$ cat config.mk
export PLATFORM = sky130hd
export DESIGN_NAME = serial_adder_ctrl
export DESIGN_NICKNAME = d
export VERILOG_FILES = /design/src/rtl/serial_adder_ctrl.sv
export SDC_FILE = /design/constraint.sdc
export NUM_CORES = 1
export LEC_CHECK = 0
export ABC_AREA = 1
export ABC_CLOCK_PERIOD_IN_PS = 1400
export CAP_MARGIN = 10
export CORE_ASPECT_RATIO = 0.75
export CORE_MARGIN = 4
export CORE_UTILIZATION = 25
export DETAILED_ROUTE_END_ITERATION = 12
export PLACE_DENSITY = 0.54
export SLEW_MARGIN = 5
export SYNTH_ARGS = -nofsm -noshare
export SYNTH_HDL_FRONTEND = slang
export SYNTH_SLANG_ARGS = --single-unit
$ cat constraint.sdc
create_clock -name clk -period 1.4 [get_ports clk]
set_input_delay 0.28 -clock clk [delete_from_list [all_inputs] [get_ports clk]]
set_output_delay 0.28 -clock clk [all_outputs]
set_load 0.005 [all_outputs]
$ cat src/rtl/serial_adder_ctrl.sv
// Bit-serial adder sequencer: loads two operands, feeds an external
// single-bit full-adder cell LSB-first, holds the carry between bit-times
// and reassembles the serial sum into a parallel result.
module serial_adder_ctrl #(
   parameter int WIDTH = 8
) (
   input  logic             clk,
   input  logic             rst,
   input  logic             start,
   input  logic [WIDTH-1:0] a,
   input  logic [WIDTH-1:0] b,
   input  logic             cin,
   output logic             fa_a,
   output logic             fa_b,
   output logic             fa_cin,
   input  logic             fa_s,
   input  logic             fa_cout,
   output logic             busy,
   output logic             done,
   output logic [WIDTH-1:0] sum,
   output logic             cout,
   output logic             ovf
);

   localparam int CNT_W = $clog2(WIDTH);
   localparam logic [CNT_W-1:0] LAST = CNT_W'(WIDTH - 1);

   localparam logic [1:0] IDLE  = 2'd0;
   localparam logic [1:0] SHIFT = 2'd1;
   localparam logic [1:0] DONE  = 2'd2;

   logic [1:0]       state;
   logic [WIDTH-1:0] a_sr;
   logic [WIDTH-1:0] b_sr;
   logic [WIDTH-1:0] sum_sr;
   logic             carry;
   logic [CNT_W-1:0] cnt;

   // The cell only sees live operand bits during bit-times; idle at zero otherwise.
   always_comb begin
      busy   = (state == SHIFT);
      fa_a   = busy & a_sr[0];
      fa_b   = busy & b_sr[0];
      fa_cin = busy & carry;
   end

   // Sequencer: accept in IDLE, one bit per clock in SHIFT, one-cycle DONE pulse.
   always_ff @(posedge clk or posedge rst) begin
      if (rst) begin
         state  <= IDLE;
         a_sr   <= '0;
         b_sr   <= '0;
         sum_sr <= '0;
         carry  <= 1'b0;
         cnt    <= '0;
         done   <= 1'b0;
         sum    <= '0;
         cout   <= 1'b0;
         ovf    <= 1'b0;
      end else begin
         case (state)
            IDLE: begin
               if (start) begin
                  a_sr  <= a;
                  b_sr  <= b;
                  carry <= cin;
                  cnt   <= '0;
                  state <= SHIFT;
               end
            end
            SHIFT: begin
               a_sr   <= a_sr >> 1;
               b_sr   <= b_sr >> 1;
               sum_sr <= {fa_s, sum_sr[WIDTH-1:1]};
               carry  <= fa_cout;
               cnt    <= cnt + CNT_W'(1);
               if (cnt == LAST) begin
                  // MSB bit-time: carry into MSB is fa_cin, so overflow is the
                  // disagreement between carry-in and carry-out of that bit.
                  sum   <= {fa_s, sum_sr[WIDTH-1:1]};
                  cout  <= fa_cout;
                  ovf   <= fa_cin ^ fa_cout;
                  done  <= 1'b1;
                  state <= DONE;
               end
            end
            DONE: begin
               done  <= 1'b0;
               state <= IDLE;
            end
            default: begin
               done  <= 1'b0;
               state <= IDLE;
            end
         endcase
      end
   end

endmodule

Word-level counts from Yosys, hierarchy flattened

Index checks and enable logic that the tools add are counted.

Mux-type cells: 13
Equal/unequal tests: 4
Reduce and logical (&&, ||, !) cells: 6
Bitwise gates (word level): 5
Add/subtract/negate cells: 1

Operators with widths:

| cell                                                  | count |
|---|---|
| case mux 8 bit (2 select lines)                       | 2 |
| 2-to-1 mux 8 bit                                      | 2 |
| AND reduction 2 bit                                   | 4 |
| case mux 3 bit (2 select lines)                       | 1 |
| 2-to-1 mux 2 bit                                      | 2 |
| case mux 1 bit (2 select lines)                       | 2 |
| case mux 2 bit (2 select lines)                       | 1 |
| adder 3 x 1 -> 3 bit, second input constant           | 1 |
| AND 1 bit                                             | 3 |
| equality test 3 bit, second input constant            | 1 |
| 2-to-1 mux 3 bit                                      | 1 |
| equality test 2 x 1 -> 1 bit, second input constant   | 1 |
| zero test 2 bit                                       | 1 |
| 2-to-1 mux 1 bit                                      | 2 |
| inequality test 2 x 1 -> 1 bit, second input constant | 1 |
| inequality test 2 bit, second input constant          | 1 |
| nonzero test 2 bit                                    | 1 |
| NOT 1 bit                                             | 1 |
| bitwise XOR 1 bit                                     | 1 |

Output and inout bits: 15
Register bits: 41
Bits of input ports: 22
Logic and storage cells: 39

Logic depth before layout (Yosys ltp)

Gate-level depths: netlist of the first run.

Depth in word-level cells: 3
Mapped depth: 7
Mapped depth without buffers: 6

Least setup slack after synthesis of the first run

No wires, ideal clock.

Path type: register to register
Start point: register cnt[0]
End point: register done
Cell stages (with the launch flop): 6
Arrival: 1114 ps
Clock period less this slack: 1234 ps
Setup time: 120 ps
Slack: 166 ps
Buffers on the path: 1
Path through: dfrtp_1 ha_1 ha_1 nand2_4 buf_6 nand2_1

Cells in the longest elaborated chain, start to end: 3

Ends and longest elaborated chain:

| element                                         | line | text |
|---|---|---|
| from (decl)                                     | 37   | `logic [CNT_W-1:0] cnt;` |
| from (signal assigned)                          | 76   | `cnt <= cnt + CNT_W'(1);` |
| equality test 3 bit                             | 77   | `if (cnt == LAST) begin` |
| inequality test 2 x 1 -> 1 bit (no source line) | n/a  |  |
| AND reduction 2 bit (no source line)            | n/a  |  |
| to (signal assigned)                            | 83   | `done <= 1'b1;` |
| to (signal assigned)                            | 88   | `done <= 1'b0;` |
| to (signal assigned)                            | 92   | `done <= 1'b0;` |
| to (decl)                                       | 19   | `output logic done,` |

No other way between the ends.
A chain may end at the register's enable or synchronous reset.

Worst setup path after layout of the first run

Start point: register state[0]
End point: output busy

Cells in the longest elaborated chain, start to end: 1

Ends and longest elaborated chain:

| element                      | line | text |
|---|---|---|
| from (decl)                  | 32   | `logic [1:0] state;` |
| from (signal assigned)       | 50   | `state <= IDLE;` |
| from (signal assigned)       | 68   | `state <= SHIFT;` |
| from (signal assigned)       | 84   | `state <= DONE;` |
| equality test 2 x 1 -> 1 bit | 41   | `busy = (state == SHIFT);` |
| to (decl)                    | 18   | `output logic busy,` |

No other way between the ends.

==> summary.md, run 1 <==
| Metric | Value |
|---|---|
| Worst Path Arrival | `1.07 ns` |
| Pleak | `1.36 nW` |
| Drt wl/cell | `11.0 microns` |
| FP Rows | `27` |
| Synth Instances | `236` |
| Pin count of the biggest net entering global routing | `41` |
| Hpwl dp | `2890 microns` |
| Post-synth top cells | `nand2_1, inv_1, dfrtp_1` |
| Multi-input logic area | `709 sq um` |
| #FFs+latches synth | `40` |
| Ys flop type | `dfrtp_1` |
| Worst reg2reg startpoint | `cnt[0]` |
| Layout area overhead | `31.5%` |
| Peak VDD IR | `0.555 mV` |
| Area after DPL | `2450 sq um` |
| Crit-path cells | `buf_6, inv_4, nor2_4, buf_2` |
| Initial antenna violation count | `0` |
| Slew HR | `0.816` |
| Die area | `9280 sq um` |
| Hold Vio Cnt, Final | `0` |
| Post-synth top area share | `0.514` |
| Vias | `1,533` |
| Syn_nets | `260` |
| Layout cells sized above 1 | `0.154` |
| Register clock-pin slew on the reported worst setup and hold paths | `0.08 ns` |
| Clk buf depth | `2` |
| Core area | `7470 sq um` |
| Total GRT Usage | `0.0973` |
| Max Freq | `743 MHz` |
| CTS tree | `yes` |
| TritonRoute pass-1 iters | `4` |
| Clock tree root driver cell | `clkbuf_8` |
| Setup-failing EPs final | `0` |
| Ys Warns | `0` |
| Post-Syn Area | `1950 sq um` |
| Final nets | `308` |
| H-tree depth | `2` |
| Post-synthesis cell type count | `18` |
| CP Capture Type | `output port` |
| Clock skew | `0.00809 ns` |
| Die H | `84.5 microns` |
| DRC Markers | `0` |
| Worst skew pair latency | `0.28 ns` |
| Seq pwr share | `0.383` |
| Area leader, netlist | `dfrtp_1` |
| Post-Syn Area per Cell | `8.25 sq um` |
| Port bufs | `36` |
| Net Sw Power | `1.96 mW` |
| DRT iter0 DRCs | `71` |
| Worst Hold Class | `input pin to async pin` |
| Critical setup path kind | `flop to output port` |
| Internal Pwr Total | `3.18 mW` |
| Clock share of power | `0.148` |
| MaxCap Viol Count | `0` |
| Crit path max-delay cell type | `dfrtp_1` |
| Fin crit share | `0.962` |
| Critical path launch point type | `flop` |
| WL final | `4240 microns` |
| First-pass GRT wire length | `7110 microns` |
| Ys async rst share | `1.00` |
| Buffers & Inverters on Critical Path | `3` |
| FF+latch area | `1000 sq um` |
| Die width | `110 microns` |
| Crit path required time | `1.12 ns` |
| DP Cell Count | `375` |
| Register area share after synthesis | `0.514` |
| Wire length on met2 | `1830 microns` |
| Initial core utilization | `0.261` |
| Pins Over Slew Limit | `0` |
| Pwr dens | `2000 nW/um^2` |
| Met3 Wirelength | `226 microns` |
| Routability cong. | `0.742` |
| I/O pin cnt | `37` |
| Max FO, Critical Path | `2` |
| Crit path from | `state[0]` |
| Comb pwr share | `0.469` |
| Critical path's top delay family | `flip-flops` |
| Min Tclk post-route | `1.35 ns` |
| WL met1 | `2130 microns` |
| Switch share | `0.381` |
| Post-Layout Inst Area | `2560 sq um` |
| Final Non-Filler Cells | `386` |
| Vias in the first global route | `1,522` |
| Total gr overflow | `0` |
| N_diodes | `0` |
| Crit-path max cell delay | `0.40 ns` |
| Vias per Instance | `3.97` |
| Post-synth EDFFs | `0` |
| Ranking of synthesized cells by area | `dfrtp_1, nand2_1, inv_1` |
| Slew @ Worst Pin | `0.275 ns` |
| RSZ-0062 raised after global routing | `true` |
| Most frequent cell after synthesis | `nand2_1` |
| Status | `completed` |
| CTS buffer count | `5` |
| Fill count | `791` |
| Final ANT Viol Nets | `0` |
| Sink Count | `40` |
| Uppermost layer routed | `met4` |
[logic make-up after synthesis]
| logic type | after synthesis | share of synthesized area |
|---|---|---|
| DFF | 40 | 0.514 |
| adders and majority gates | 2 | 0.0128 |
| and+or+nand+nor | 117 | 0.262 |
| xor gates and xnor gates | 1 | 0.00450 |
| AOI/OAI and AO/OA | 20 | 0.0726 |
| buffers and inverters | 56 | 0.134 |
[layer usage]
metal,track usage,vias up
met5,0,-
met4,0.0340,0
met3,0.0300,5
met2,0.142,24
met1,0.135,697
li1,-,807
[area by class of cell]
cell class / count / area share
multi-input cells: 141 / 0.277
clock buffers: 8 / 0.0352
flip-flops and latches: 40 / 0.391
inverters: 46 / 0.0684
well taps: 101 / 0.0493
repair buffers: 50 / 0.180
[stage by stage]
stage | TNS [ns] | power (mW) | hold WS (ns) | setup slack [ns] | utilization
floorplan | 0 | 3.53 | 0.422 | 0.166 | -
global placement | -2.31 | 4.42 | 0.458 | -0.137 | 0.328
detailed placement | -2.73 | 4.45 | 0.462 | -0.146 | 0.328
CTS | -0.0511 | 5.17 | 0.362 | -0.0511 | 0.340
global route | -0.0343 | 5.67 | 0.402 | -0.0188 | 0.343
finish | 0 | 5.13 | 0.350 | 0.0536 | 0.343
[worst reg2reg max path, delay by kind of cell (launching register included)]
family | cells | cell delay (ns)
fa+ha+maj | 2 | 0.43
flops | 1 | 0.41
simple gates | 3 | 0.39
[power by group through the flow]
stage	Clock, mW	Combinational (mW)	Sequential (mW)
6_report	0.759	2.41	1.97
5_1_grt	0.851	2.77	2.05
4_1_cts	0.800	2.39	1.97
3_5_place_dp	0	2.47	1.99
3_3_place_gp	0	2.43	1.99
2_1_floorplan	0	1.57	1.96
[flip-flops by register name, indices dropped and copies added (netlist names)]
signal,cells
state,2
ovf,1
done,1
b_sr,8
a_sr,8
cout,1
sum,8
cnt,3
sum_sr,7
carry,1
[final timing paths]
check                         end  slack, ns  depth (start not counted)
hold reg to reg            sum[1]       0.48                          2
max in group asynchronous  cnt[2]       0.85                          3
hold / removal               done       0.35                          3
setup reg to reg              ovf       0.11                          5
min in group clk           sum[1]       0.48                          2
setup / recovery             busy       0.05                          4
[cell usage in the layout (no fill, tap or decap), types with 6 or more instances in the layout]
| master | n |
|---|---|
| nand2_1 | 76 |
| inv_1 | 44 |
| dfrtp_1 | 40 |
| nand3_1 | 31 |
| clkdlybuf4s50_1 | 21 |
| o21ai_0 | 11 |
| dlygate4sd2_1 | 11 |
| buf_4 | 11 |
| o21ai_2 | 7 |
| clkbuf_8 | 6 |
[timing repair]
| action | CTS | global route |
|---|---|---|
| pin swaps | 0 | 3 |
| cloned | 0 | 1 |
| endpoints found under the setup margin | 15 | 28 |
| hold buffers | 0 | 0 |
| resized for setup | 31 | 3 |
| setup buffers | 1 | 2 |
Note: power is estimated with default switching activity, not from simulation.
==> inputs of run 2 (changes only) <==
Settings changed: CTS_CLUSTER_DIAMETER from default to 60.
==> results of run 2 <==
The final DEF is identical to that of run 1; final timing and power are the same.
==> inputs of run 3 (changes only) <==
Settings changed: CORE_MARGIN 4 to 2, DONT_BUFFER_PORTS from default to 1, PLACE_DENSITY 0.54 to 0.48.
==> summary.md, run 3 (synthesis results as in run 1) <==
| Metric | Value |
|---|---|
| Status | `completed` |
| Power, Total | `5.44 mW` |
| FF-to-FF path depth | `4` |
| Seq pwr share | `0.374` |
| TritonRoute pass-1 iters | `4` |
| Net Sw Power | `2.03 mW` |
| Layout cells sized above 1 | `0.189` |
| Multi-input logic area | `716 sq um` |
| Critical path launch point type | `flop` |
| FP Rows | `27` |
| First-pass GRT wire length | `7690 microns` |
| Most frequent cells in the layout | `nand2_1, inv_1, dfrtp_1, nand3_1, buf_4` |
| Crit-path cells | `inv_2, nand2_4, buf_12, nor2_4` |
| Core area | `7430 sq um` |
| Comb pwr share | `0.435` |
| Crit path max-delay cell type | `dfrtp_1` |
| Fin crit share | `0.963` |
| Worst reg2reg startpoint | `cnt[0]` |
| Pwr dens | `2300 nW/um^2` |
| Initial core utilization | `0.262` |
| Vias | `1,440` |
| Worst reg2reg endpoint | `sum[4]` |
| CP Capture Type | `output port` |
| Slew HR | `0.832` |
| Post-Layout Inst Area | `2370 sq um` |
| Die H | `80.5 microns` |
| Final Non-Filler Cells | `355` |
| Switch share | `0.373` |
| Internal Pwr Total | `3.41 mW` |
| Drt wl/cell | `12.4 microns` |
| Critical path's top delay family | `flip-flops` |
| Largest regs | `a_sr: 8 flops, b_sr: 8 flops, sum: 8 flops` |
| RSZ-0062 raised after global routing | `true` |
| Sink Count | `40` |
| Pin count of the biggest net entering global routing | `41` |
| Crit path required time | `1.12 ns` |
| N_diodes | `0` |
| Clock share of power | `0.191` |
| Die area | `8520 sq um` |
| WL final | `4420 microns` |
| Register clock-pin slew on the reported worst setup and hold paths | `0.08 ns` |
| Total gr overflow | `0` |
| Vias in the first global route | `1,522` |
| I/O pin cnt | `37` |
| Clock tree root driver cell | `clkbuf_8` |
| Hold_sp | `b[7]` |
| Crit-path max cell delay | `0.40 ns` |
| Area after DPL | `2100 sq um` |
| Layout area overhead | `21.6%` |
| Pleak | `1.26 nW` |
| Final ANT Viol Nets | `0` |
| Pins Over Slew Limit | `0` |
| CTS buffer count | `5` |
| Most common cell after layout, fill and taps aside | `nand2_1` |
| Setup-failing EPs final | `0` |
| MaxCap Viol Count | `0` |
| Clock skew | `0.00970 ns` |
| Port bufs | `0` |
| DRC Markers | `0` |
| DRT iter0 DRCs | `68` |
| Max Freq | `741 MHz` |
| Initial antenna violation count | `0` |
| DP Cell Count | `337` |
| Worst skew pair latency | `0.29 ns` |
| Worst Path Arrival | `1.07 ns` |
| Total GRT Usage | `0.116` |
| Final nets | `277` |
| Fill count | `809` |
| Slew @ Worst Pin | `0.252 ns` |
| Hold endpoint | `b_sr[7]` |
| Routability cong. | `0.703` |
| Worst Hold Class | `input pin to flop` |
| Hold depth | `2` |
| Die width | `106 microns` |
| FF+latch area | `1000 sq um` |
| Reg2Reg Setup Slack | `0.09 ns` |
| Min Tclk post-route | `1.35 ns` |
| Max FO, Critical Path | `5` |
| Hold Vio Cnt, Final | `0` |
| Peak VDD IR | `0.682 mV` |
| Hpwl dp | `2860 microns` |
| Buffers & Inverters on Critical Path | `2` |
| H-tree depth | `2` |
| Vias per Instance | `4.06` |
| CTS tree | `yes` |
| Critical setup path kind | `flop to output port` |
| Clk buf depth | `2` |
run 3: changes by cell type in the layout (fill, tap and decap cells not counted), moves of 2 or more:
cell             delta
buf_2               -4
clkbuf_1            -2
nor2_4              +2
clkdlybuf4s50_1    -21
dlygate4sd2_1      -11
buf_4               +2
run 3: cell type report:
| cell class | instances | area share |
|---|---|---|
| Sequential cell | 40 | 0.423 |
| Multi-Input combinational cell | 140 | 0.302 |
| Timing Repair Buffer | 20 | 0.0940 |
| Inverter | 46 | 0.0740 |
| Tap cell | 101 | 0.0534 |
| Clock buffer | 7 | 0.0407 |
| Clock inverter | 1 | 0.0127 |
run 3: metal layers:
layer	track usage	up-vias	part of all wire	wire length, microns
met1	0.162	664	0.54	2370
li1	-	749	-	-
met5	0	-	0	0
met3	0.0317	2	0.034	152
met4	0.0355	0	0.0061	27
met2	0.176	25	0.42	1870
run 3: worst max-delay path by stage:
stage / from / endpoint / slack [ns] / cells past startpoint
global placement: state[1] / fa_b / 0.12 / 4
floorplan: cnt[0] / done / 0.17 / 5
CTS: state[1] / fa_cin / 0.007 / 4
detailed placement: cnt[0] / sum[4] / 0.09 / 4
finish: state[1] / fa_cin / 0.05 / 4
global route: state[1] / fa_b / -0.01 / 4
run 3: power groups by stage:
stage / sequential (mW) / clock (mW) / combinational (mW)
global placement: 2.06 / 0 / 1.94
detailed placement: 2.06 / 0 / 1.96
floorplan: 1.96 / 0 / 1.57
CTS: 2.04 / 1.08 / 2.31
global route: 2.10 / 1.12 / 2.74
finish: 2.04 / 1.04 / 2.36
run 3: worst reg2reg max path: cells and delay by family (launching register included):
kind	cells	cell delay (ns)
fa+ha+maj	2	0.45
compound gates	1	0.12
simple gates	1	0.23
flops	1	0.40
run 3: what timing repair did:
action	in CTS	in global routing
buffers inserted	6	2
pin swaps	1	2
gates cloned	1	0
hold buffers	1	0
resized for setup	8	4
setup endpoints to repair	4	6
hold endpoints to repair	40	0
run 3: metrics by stage:
step / hold slack [ns] / worst slack, ns / TNS, ns / util
2_1_floorplan: 0.422 / 0.166 / 0 / -
3_3_place_gp: 0.249 / 0.123 / 0 / 0.283
3_5_place_dp: 0.250 / 0.0892 / 0 / 0.283
4_1_cts: 0.134 / 0.00690 / 0 / 0.314
5_1_grt: 0.130 / -0.0115 / -0.0219 / 0.319
6_report: 0.141 / 0.0513 / 0 / 0.319
